===== src/rtl/ife_pkg.sv =====
// Shared definitions for the instruction-fetch block dispatcher.
package ife_pkg;
  localparam int INSTR_W             = 32;
  localparam int DEF_NUM_CORES       = 2;
  localparam int DEF_WORDS_PER_BLOCK = 4;
  localparam int DEF_ID_W            = 8;
  localparam int DEF_FIFO_DEPTH      = 4;

  typedef enum logic [1:0] {S_IDLE, S_PAR, S_DRAIN, S_SER} disp_state_e;
endpackage


===== src/rtl/ife_block_fifo.sv =====
// Block queue with valid/ready push and pop strobe; exposes the head and the
// entry behind it so the dispatcher can look one block ahead when it pops.
module ife_block_fifo #(
  parameter  int WIDTH = 8,
  parameter  int DEPTH = 4,
  localparam int AW    = $clog2(DEPTH),
  localparam int CW    = AW + 1
) (
  input  logic             clk,
  input  logic             rst_n,
  input  logic             push_valid,
  output logic             push_ready,
  input  logic [WIDTH-1:0] push_data,
  input  logic             pop,
  output logic [WIDTH-1:0] head_data,
  output logic [WIDTH-1:0] next_data,
  output logic [CW-1:0]    count,
  output logic             empty,
  output logic             full
);
  logic [WIDTH-1:0] mem [DEPTH];
  logic [AW-1:0]    wr_ptr, rd_ptr, rd_nxt;
  logic             do_push, do_pop;

  assign full       = count == CW'(DEPTH);
  assign empty      = count == '0;
  assign push_ready = !full;
  // A pop in the same cycle does not free a slot for a push while full.
  assign do_push    = push_valid && !full;
  assign do_pop     = pop && !empty;
  assign rd_nxt     = rd_ptr + AW'(1);
  assign head_data  = mem[rd_ptr];
  assign next_data  = mem[rd_nxt];

  always_ff @(posedge clk) begin
    if (do_push) mem[wr_ptr] <= push_data;
  end

  always_ff @(posedge clk or negedge rst_n) begin
    if (!rst_n) begin
      wr_ptr <= '0;
      rd_ptr <= '0;
      count  <= '0;
    end else begin
      if (do_push) wr_ptr <= wr_ptr + AW'(1);
      if (do_pop)  rd_ptr <= rd_nxt;
      if (do_push && !do_pop)      count <= count + CW'(1);
      else if (do_pop && !do_push) count <= count - CW'(1);
    end
  end
endmodule


===== src/rtl/ife_dispatch_n.sv =====
// Dispatches queued instruction blocks to NUM_CORES cores: parallel blocks go
// round-robin to free cores, serial blocks wait for a full drain and run alone.
module ife_dispatch_n
  import ife_pkg::*;
#(
  parameter int NUM_CORES       = DEF_NUM_CORES,
  parameter int WORDS_PER_BLOCK = DEF_WORDS_PER_BLOCK,
  parameter int ID_W            = DEF_ID_W,
  parameter int FIFO_DEPTH      = DEF_FIFO_DEPTH
) (
  input  logic                               clk,
  input  logic                               rst_n,
  input  logic                               in_valid,
  output logic                               in_ready,
  input  logic [ID_W-1:0]                    in_block_id,
  input  logic [WORDS_PER_BLOCK*INSTR_W-1:0] in_block_data,
  input  logic                               in_parallel,
  input  logic [NUM_CORES-1:0]               core_busy,
  input  logic [NUM_CORES-1:0]               core_commit,
  output logic [NUM_CORES-1:0]               dispatch_valid,
  output logic [ID_W-1:0]                    dispatch_block_id,
  output logic [WORDS_PER_BLOCK*INSTR_W-1:0] dispatch_block_data,
  output logic                               commit_valid,
  output logic [NUM_CORES-1:0]               pending,
  output logic                               err_spurious
);
  localparam int BLK_W = WORDS_PER_BLOCK * INSTR_W;
  localparam int ENT_W = 1 + ID_W + BLK_W;
  localparam int CNT_W = $clog2(FIFO_DEPTH) + 1;
  localparam int RR_W  = $clog2(NUM_CORES);

  typedef struct packed {
    logic            par;
    logic [ID_W-1:0] id;
    logic [BLK_W-1:0] data;
  } blk_t;

  blk_t                 in_blk, head, nxt;
  logic [CNT_W-1:0]     count;
  logic                 empty, full, push, pop;
  disp_state_e          state_q, state_d, after_pop;
  logic [RR_W-1:0]      rr_q, rr_d, rr_win, lo_win, hi_win;
  logic                 lo_found, hi_found;
  logic [NUM_CORES-1:0] pending_q, elig, grant;
  logic                 pend_nz_q;

  assign in_blk = {in_parallel, in_block_id, in_block_data};
  assign push   = in_valid && !full;

  ife_block_fifo #(.WIDTH(ENT_W), .DEPTH(FIFO_DEPTH)) u_fifo (
    .clk        (clk),
    .rst_n      (rst_n),
    .push_valid (in_valid),
    .push_ready (in_ready),
    .push_data  (in_blk),
    .pop        (pop),
    .head_data  (head),
    .next_data  (nxt),
    .count      (count),
    .empty      (empty),
    .full       (full)
  );

  function automatic disp_state_e head_state(input logic par);
    return par ? S_PAR : S_DRAIN;
  endfunction

  assign elig = ~core_busy & ~pending_q;

  // Round-robin: first eligible core at/after rr_q, else the lowest eligible one.
  always_comb begin
    lo_found = 1'b0;
    hi_found = 1'b0;
    lo_win   = '0;
    hi_win   = '0;
    for (int i = 0; i < NUM_CORES; i++) begin
      if (elig[i] && !lo_found) begin
        lo_found = 1'b1;
        lo_win   = RR_W'(i);
      end
      if (elig[i] && RR_W'(i) >= rr_q && !hi_found) begin
        hi_found = 1'b1;
        hi_win   = RR_W'(i);
      end
    end
  end
  assign rr_win = hi_found ? hi_win : lo_win;

  // Head state once the current head is popped, including a same-cycle push.
  assign after_pop = (count > CNT_W'(1)) ? head_state(nxt.par) :
                     push                ? head_state(in_parallel) : S_IDLE;

  always_comb begin
    state_d = state_q;
    rr_d    = rr_q;
    pop     = 1'b0;
    grant   = '0;
    case (state_q)
      S_IDLE: if (!empty) state_d = head_state(head.par);
      S_PAR: begin
        if (empty) begin
          state_d = S_IDLE;
        end else if (lo_found) begin
          grant[rr_win] = 1'b1;
          pop           = 1'b1;
          rr_d          = (rr_win == RR_W'(NUM_CORES - 1)) ? '0 : rr_win + RR_W'(1);
          state_d       = after_pop;
        end
      end
      S_DRAIN: begin
        if (pending_q == '0 && core_busy == '0 && !empty) begin
          grant[0] = 1'b1;
          pop      = 1'b1;
          state_d  = S_SER;
        end
      end
      S_SER: begin
        if (pending_q == '0) state_d = empty ? S_IDLE : head_state(head.par);
      end
      default: state_d = S_IDLE;
    endcase
  end

  always_ff @(posedge clk or negedge rst_n) begin
    if (!rst_n) begin
      state_q             <= S_IDLE;
      rr_q                <= '0;
      pending_q           <= '0;
      pend_nz_q           <= 1'b0;
      commit_valid        <= 1'b0;
      err_spurious        <= 1'b0;
      dispatch_valid      <= '0;
      dispatch_block_id   <= '0;
      dispatch_block_data <= '0;
    end else begin
      state_q        <= state_d;
      rr_q           <= rr_d;
      pending_q      <= (pending_q & ~core_commit) | grant;
      pend_nz_q      <= |pending_q;
      // Fires the cycle after pending has been observed dropping to zero.
      commit_valid   <= pend_nz_q && (pending_q == '0);
      err_spurious   <= err_spurious | (|(core_commit & ~pending_q));
      dispatch_valid <= grant;
      if (|grant) begin
        dispatch_block_id   <= head.id;
        dispatch_block_data <= head.data;
      end
    end
  end

  assign pending = pending_q;
endmodule


===== config.mk =====
export PLATFORM = sky130hd
export DESIGN_NAME = ife_dispatch_n
export DESIGN_NICKNAME = d
export VERILOG_FILES = /design/src/rtl/ife_pkg.sv /design/src/rtl/ife_block_fifo.sv /design/src/rtl/ife_dispatch_n.sv
export SDC_FILE = /design/constraint.sdc
export NUM_CORES = 1
export LEC_CHECK = 0
export BUFFER_PORTS_ARGS = -buffer_cell sky130_fd_sc_hd__buf_2
export CAP_MARGIN = 0
export CELL_PAD_IN_SITES_DETAIL_PLACEMENT = 1
export CELL_PAD_IN_SITES_GLOBAL_PLACEMENT = 1
export CORE_UTILIZATION = 51
export DETAILED_ROUTE_END_ITERATION = 12
export PLACE_DENSITY_LB_ADDON = 0.15
export SETUP_SLACK_MARGIN = 0.05
export SLEW_MARGIN = 10
export SYNTH_ARGS = -nofsm -noshare
export SYNTH_HDL_FRONTEND = slang
export SYNTH_SLANG_ARGS = --single-unit

===== constraint.sdc =====
create_clock -name clk -period 5.9 [get_ports clk]
set_input_delay 1.18 -clock clk [delete_from_list [all_inputs] [get_ports clk]]
set_output_delay 1.18 -clock clk [all_outputs]
set_load 0.02 [all_outputs]

==> flow_metrics.py, run 1 <==
metrics = {
    "floorplanning": {
        "core-area_um2": 50170,
        "start_util": 0.5170,
        "die_y_um": 227.5,
        "boundaryPins": 287,
        "die_area_um2": 51760,
        "num_rows": 82,
        "die_w_um": 227.5,
    },
    "finish": {
        "area_growth_pct": 17.74,
        "nNetsFinal": 1593,
        "nFillCells": 4191,
        "layout_common_cells": "edfxtp_1 (548), buf_2 (285), dfrtp_1 (151)",
        "drive_above_1_share": 0.4607,
        "final_common_cell": "edfxtp_1",
        "design_area_um2": 30540,
    },
    "power": {
        "powerDensity_nw_per_um2": 556.5,
        "power_leakage_nw": 11.03,
        "ir_worst_vdd_mv": 0.3263,
    },
    "yosys": {
        "synth_area_leaders": "edfxtp_1 (63%), dfrtp_1 (15%), mux4_2 (12%)",
        "synth_fa_ha_area_frac": 0.006753,
        "ys_warn_count": 0,
        "yosysSeqAreaShare": 0.7821,
        "synth_top_area_frac": 0.6344,
        "synth-edff-count": 548,
        "synthMuxAreaShare": 0.1862,
        "synth_ff_type": "edfxtp_1",
        "syn_inst": 1109,
        "async_reset_ff_frac": 0.2183,
        "syn_area_um2": 25940,
        "synth-xor-area-share": 0.002026,
        "synth_top_area_cell": "edfxtp_1",
        "synth_fp_nets": 1267,
        "syn_avg_cell_area_um2": 23.39,
        "synth-simple-area-share": 0.007091,
        "synth-compound-area-share": 0.005113,
        "synth_top_family_by_area": "multiplexers",
        "synth-seq-cells": 701,
        "synth_cell_type_count": 38,
    },
    "grt": {
        "grt_usage": 0.2136,
        "antenna_found_initial": 21,
        "grt_pass1_wl_mm": 80.21,
        "grt_pass1_vias": 12840,
        "grt_overflow": 0,
        "grt_max_degree": 91,
    },
    "place": {
        "dpl_cell_area_um2": 28220,
        "gp_congestion": 0.7242,
        "dp_hpwl_mm": 30.58,
        "io_buffer_count": 286,
    },
    "setup_path": {
        "worstPathMaxFanout": 76,
        "crit_type": "in2reg",
        "worstSetupEndpointType": "flop",
        "critPathArrivalTime_ns": 3.67,
        "cp-start-kind": "input pin",
        "critPathRequiredTime_ns": 6.36,
    },
    "sta": {
        "max_freq_ghz": 0.3121,
        "fin_skew_ns": 0.02001,
        "maxSlewHeadroom": 0.3305,
        "period_minus_slack_ns": 3.204,
        "finalSetupViolations": 0,
        "rsz0062_at_grt": "false",
        "period_share": 0.5430,
        "finalHoldViolCount": 0,
        "worst_pin_slew_ns": 0.9887,
        "final_max_slew_viol_count": 0,
        "setup_tns_ns": 0,
    },
    "routing": {
        "wl_per_cell_um": 24.67,
        "ant_nets": 0,
        "viasPerCell": 5.469,
        "drt_iter0_drc": 686,
        "routed-via-count": 11860,
        "dr.pass1.iters": 6,
        "finalWirelength_mm": 53.51,
        "drcViolationCount": 0,
    },
    "cts": {
        "numClockSinks": 701,
        "cts-resized-gates": 0,
        "insertion_delay_ns": 0.59,
        "clk_path_buf_depth": 3,
        "cts_tree": "yes",
        "cts_setup_buffers": 0,
        "cts_root_buf": "clkbuf_16",
        "htree_num_levels": 3,
        "cts_made_buffers": 71,
        "clk_pin_slew_worst_paths_ns": 0.06,
        "postCtsHoldBufs": 0,
    },
    "status": {
        "run_status": "finished, final reports clean",
    },
    "job": {
        "drv_cap": 0,
    },
    "min_path": {
        "hp-class": "reg2reg",
    },
}
==> layer usage <==
| layer | up-vias | share of wire | track usage |
|---|---|---|---|
| met2 | 284 | 0.50 | 0.3467 |
| met3 | 111 | 0.070 | 0.07202 |
| met5 | - | 0.0038 | 0 |
| met4 | 30 | 0.022 | 0.05975 |
| li1 | 5195 | - | - |
| met1 | 6243 | 0.41 | 0.2763 |
==> critical path, cell delays in order <==
cell	delay (ns)
buf_2	0.12
o22ai_1	0.20
and3_4	0.24
o311ai_1	0.28
nand2_8	0.51
buf_12	0.55
mux2_2	0.41
==> cell families (layout without fill, tap and decap cells) <==
family / count (synthesis) / count (layout)
multiplexers: 280 / 280
flip-flops: 701 / 701
buffers and inverters: 57 / 437
adder cells (fa/ha/maj): 14 / 14
other: 0 / 8
AND/OR/NAND/NOR: 34 / 34
AO/OA/AOI/OAI: 17 / 17
XOR/XNOR: 6 / 6
==> registers in the layout (all words and copies together), names as in the netlist <==
| name | flops |
|---|---|
| dispatch_block_id | 8 |
| pend_nz_q | 1 |
| u_fifo.count | 3 |
| dispatch_valid | 2 |
| pending | 2 |
| commit_valid | 1 |
| err_spurious | 1 |
| state_q | 2 |
| u_fifo.wr_ptr | 2 |
| rr_q | 1 |
| u_fifo.rd_ptr | 2 |
| u_fifo.mem | 548 |
| dispatch_block_data | 128 |
==> area by class of cell <==
cell class | count | area, µm² | area share
antenna | 8 | 20.02 | 0.0006555
clock buffer | 99 | 2014 | 0.06596
clock inverter | 28 | 289.0 | 0.009464
inverter | 11 | 41.29 | 0.001352
multi-input combinational | 351 | 5406 | 0.1770
sequential | 701 | 20290 | 0.6645
tap | 672 | 840.8 | 0.02753
timing repair buffer | 299 | 1635 | 0.05355
==> worst paths after layout <==
path	from	to	slack [ns]	depth (start not counted)
max	core_busy[1]	dispatch_block_data[0]	2.70	7
min	dispatch_block_data[56]	dispatch_block_data[56]	0.50	1
max reg2reg	u_fifo.count[0]	dispatch_block_data[0]	2.71	8
min reg2reg	dispatch_block_data[56]	dispatch_block_data[56]	0.50	1
max in group asynchronous	rst_n	u_fifo.rd_ptr[0]	4.24	2
min in group asynchronous	rst_n	dispatch_block_data[109]	0.65	1
==> per-stage QoR <==
step           hold slack, ns  utilization  setup WS (ns)  total power, mW  instances
5_1_grt                0.5184       0.6085          2.507            17.82       2165
3_3_place_gp           0.4707       0.5624          2.192            12.56       2034
3_5_place_dp           0.4904       0.5624          2.142            12.76       2034
4_1_cts                0.5041       0.6083          2.690            17.27       2161
6_report               0.4976       0.6087          2.696            17.00       2169
2_1_floorplan          0.4657            -          1.023            11.14       1109
==> synthesized netlist by cell type, types with 2 or more instances <==
cell type  number
o21a_1          2
clkbuf_1       18
nor2_1          7
and3_1          6
edfxtp_1      548
xnor2_1         3
and3_4          2
ha_1           14
o21ai_0         5
buf_6           5
mux2_2         99
xor2_1          3
buf_2          23
mux2_4         40
mux4_2        136
inv_1          11
mux2i_1         5
dfrtp_1       153
nand2_1        10
==> power breakdown <==
part / total, mW / internal, mW / leakage (nW) / switching [mW]
combinational: 5.19 / 2.45 / 3.08 / 2.75
sequential: 7.36 / 6.73 / 6.83 / 0.628
clock: 4.44 / 2.64 / 1.12 / 1.80
total: 17.0 / 11.8 / 11.0 / 5.17
Note: power is estimated with default switching activity, not from simulation.
==> run 2: changes to the inputs <==
--- a/config.mk
+++ b/config.mk
@@ -9,7 +9,7 @@
 export CAP_MARGIN = 0
 export CELL_PAD_IN_SITES_DETAIL_PLACEMENT = 1
 export CELL_PAD_IN_SITES_GLOBAL_PLACEMENT = 1
-export CORE_UTILIZATION = 51
+export CORE_UTILIZATION = 46
 export DETAILED_ROUTE_END_ITERATION = 12
 export PLACE_DENSITY_LB_ADDON = 0.15
 export SETUP_SLACK_MARGIN = 0.05
==> constraint.sdc (replaced) <==
create_clock -name clk -period 2.8 [get_ports clk]
set_input_delay 0.56 -clock clk [delete_from_list [all_inputs] [get_ports clk]]
set_output_delay 0.56 -clock clk [all_outputs]
set_load 0.02 [all_outputs]
==> flow_metrics.py, run 2 (synthesized netlist as in run 1, its figures left out) <==
metrics = {
    "sta": {
        "finalSetupViolations": 0,
        "period_share": 0.8741,
        "period_minus_slack_ns": 2.448,
        "max_freq_ghz": 0.4086,
        "finalHoldViolCount": 0,
        "setup_tns_ns": 0,
        "fin_skew_ns": 0.01386,
        "worst_pin_slew_ns": 0.5618,
        "maxSlewHeadroom": 0.6255,
        "rsz0062_at_grt": "false",
        "final_max_slew_viol_count": 0,
    },
    "cts": {
        "clk_path_buf_depth": 3,
        "cts_root_buf": "clkbuf_16",
        "htree_num_levels": 3,
        "insertion_delay_ns": 0.61,
        "cts_made_buffers": 74,
        "numClockSinks": 701,
        "clk_pin_slew_worst_paths_ns": 0.06,
        "cts_tree": "yes",
        "cts-resized-gates": 0,
    },
    "power": {
        "powerDensity_nw_per_um2": 1169,
        "p_int_mw": 25.15,
        "pwr-share-clk": 0.258,
        "total_power_mw": 36.28,
        "ir_worst_vdd_mv": 0.6785,
        "p_sw_mw": 11.13,
        "swShare": 0.3067,
        "power_frac_comb": 0.321,
        "seqPwrFrac": 0.421,
        "power_leakage_nw": 11.22,
    },
    "floorplanning": {
        "die_y_um": 239.5,
        "boundaryPins": 287,
        "start_util": 0.4681,
        "core-area_um2": 55420,
        "num_rows": 86,
        "die_area_um2": 57340,
        "die_w_um": 239.5,
    },
    "grt": {
        "grt_usage": 0.1972,
        "grt_max_degree": 78,
        "antenna_found_initial": 16,
        "grt_pass1_vias": 13470,
        "grt_pass1_wl_mm": 83.26,
        "grt_overflow": 0,
    },
    "setup_path": {
        "crit_slowest_cell": "dfrtp_1",
        "critPathRequiredTime_ns": 3.28,
        "path_buf_inv": 3,
        "cp-start-kind": "flop",
        "crit_family": "simple AND/OR/NAND/NOR gates",
        "crit_type": "reg2reg",
        "slowest_delay_ns": 0.44,
        "worstSetupEndpointType": "flop",
        "critPathArrivalTime_ns": 2.92,
        "worstPathMaxFanout": 24,
        "path_cells": "inv_1 -> ha_1 -> nand2b_2 -> and3_4 -> o311ai_1 -> buf_4 -> nand2_8 -> buf_12 -> mux2_2",
    },
    "finish": {
        "utilization": 0.5602,
        "layout_common_cells": "edfxtp_1 (548), buf_2 (285), dfrtp_1 (151)",
        "largest_reg_flops": 548,
        "area_growth_pct": 19.68,
        "final_common_cell": "edfxtp_1",
        "nNetsFinal": 1619,
        "reg.largest.list": "u_fifo.mem x548, dispatch_block_data x128, dispatch_block_id x8",
        "regMostFlops": "u_fifo.mem",
        "nFillCells": 4842,
        "regArea_um2": 20290,
        "drive_above_1_share": 0.4682,
        "instances_no_fill": 2274,
        "multi_input_area_um2": 5406,
    },
    "routing": {
        "wl_per_cell_um": 24.06,
        "drcViolationCount": 0,
        "drt_iter0_drc": 510,
        "viasPerCell": 5.286,
        "dr.pass1.iters": 4,
        "finalWirelength_mm": 54.72,
        "routed-via-count": 12020,
        "ant_nets": 0,
    },
    "min_path": {
        "hp-class": "in2reg",
    },
    "place": {
        "io_buffer_count": 286,
        "dpl.cell_count": 2132,
        "dp_hpwl_mm": 33.24,
        "gp_congestion": 0.7158,
    },
    "job": {
        "drv_cap": 0,
    },
    "status": {
        "run_status": "finished, final reports clean",
    },
}
## run 2: cell count changes in the layout (fill, tap and decap cells not counted), moves of 3 or more
cell | before | now
diode_2 | 8 | 3
buf_4 | 5 | 10
inv_6 | 0 | 3
clkbuf_16 | 73 | 76
clkbuf_1 | 17 | 23
buf_12 | 8 | 25
bufinv_16 | 6 | 2
clkinv_2 | 8 | 11
## run 2: per-stage QoR
| stage | hold WS [ns] | setup WS, ns | area [µm²] |
|---|---|---|---|
| 6_report | 0.1444 | 0.3524 | 31040 |
| 5_1_grt | 0.1285 | 0.2045 | 31030 |
| 4_1_cts | 0.1001 | 0.3552 | 31030 |
| 3_5_place_dp | 0.4898 | 0.3629 | 28690 |
| 3_3_place_gp | 0.4640 | 0.4064 | 28690 |
| 2_1_floorplan | 0.2644 | -0.3314 | 25940 |
## run 2: worst register-to-register path: stages (launching register included)
cell and delay (ns):
dfrtp_1 0.44, inv_1 0.09, ha_1 0.24, nand2b_2 0.16
and3_4 0.24, o311ai_1 0.10, buf_4 0.18, nand2_8 0.23
buf_12 0.26, mux2_2 0.38
## run 2: timing repair
| item | in CTS | in global routing |
|---|---|---|
| endpoints found under the setup margin | 0 | 0 |
| buffers inserted | 0 | 0 |
| endpoints found under the hold margin | 36 | 0 |
| hold buffers | 1 | 0 |
## run 2: layout make-up
cell class	instances	share of cell area
Sequential cell	701	0.6537
Multi-Input combinational cell	351	0.1742
Clock buffer	107	0.06759
Timing Repair Buffer	322	0.06518
Tap cell	748	0.03015
Clock inverter	31	0.007658
Inverter	11	0.001330
Antenna cell	3	0.0002418
## run 2: final timing paths
| kind | start | endpoint | slack, ns | cells after the start |
|---|---|---|---|---|
| max | u_fifo.count[0] | dispatch_block_data[20] | 0.35 | 9 |
| min | core_commit[0] | pending[0] | 0.14 | 2 |
| max reg2reg | u_fifo.count[0] | dispatch_block_data[20] | 0.35 | 9 |
| min reg2reg | pend_nz_q | commit_valid | 0.50 | 1 |
| max in group asynchronous | rst_n | u_fifo.rd_ptr[1] | 1.56 | 3 |
| min in group asynchronous | rst_n | dispatch_block_data[102] | 0.47 | 2 |
## run 2: layer usage
metal | GRT usage | up-vias | routed length [µm]
met3 | 0.06915 | 113 | 3710
met2 | 0.3287 | 262 | 27520
met4 | 0.04876 | 30 | 1034
met1 | 0.2468 | 6368 | 22250
met5 | 0 | - | 203
li1 | - | 5247 | -
## run 2: power groups by stage
stage                     combinational [mW]  clock [mW]  sequential [mW]
after detailed placement                11.9           0             15.5
after CTS                               12.0        9.65             15.3
after global routing                    12.5        9.99             15.6
final                                   11.6        9.36             15.3
after global placement                  11.7           0             15.4
after floorplan                         6.84           0             16.5
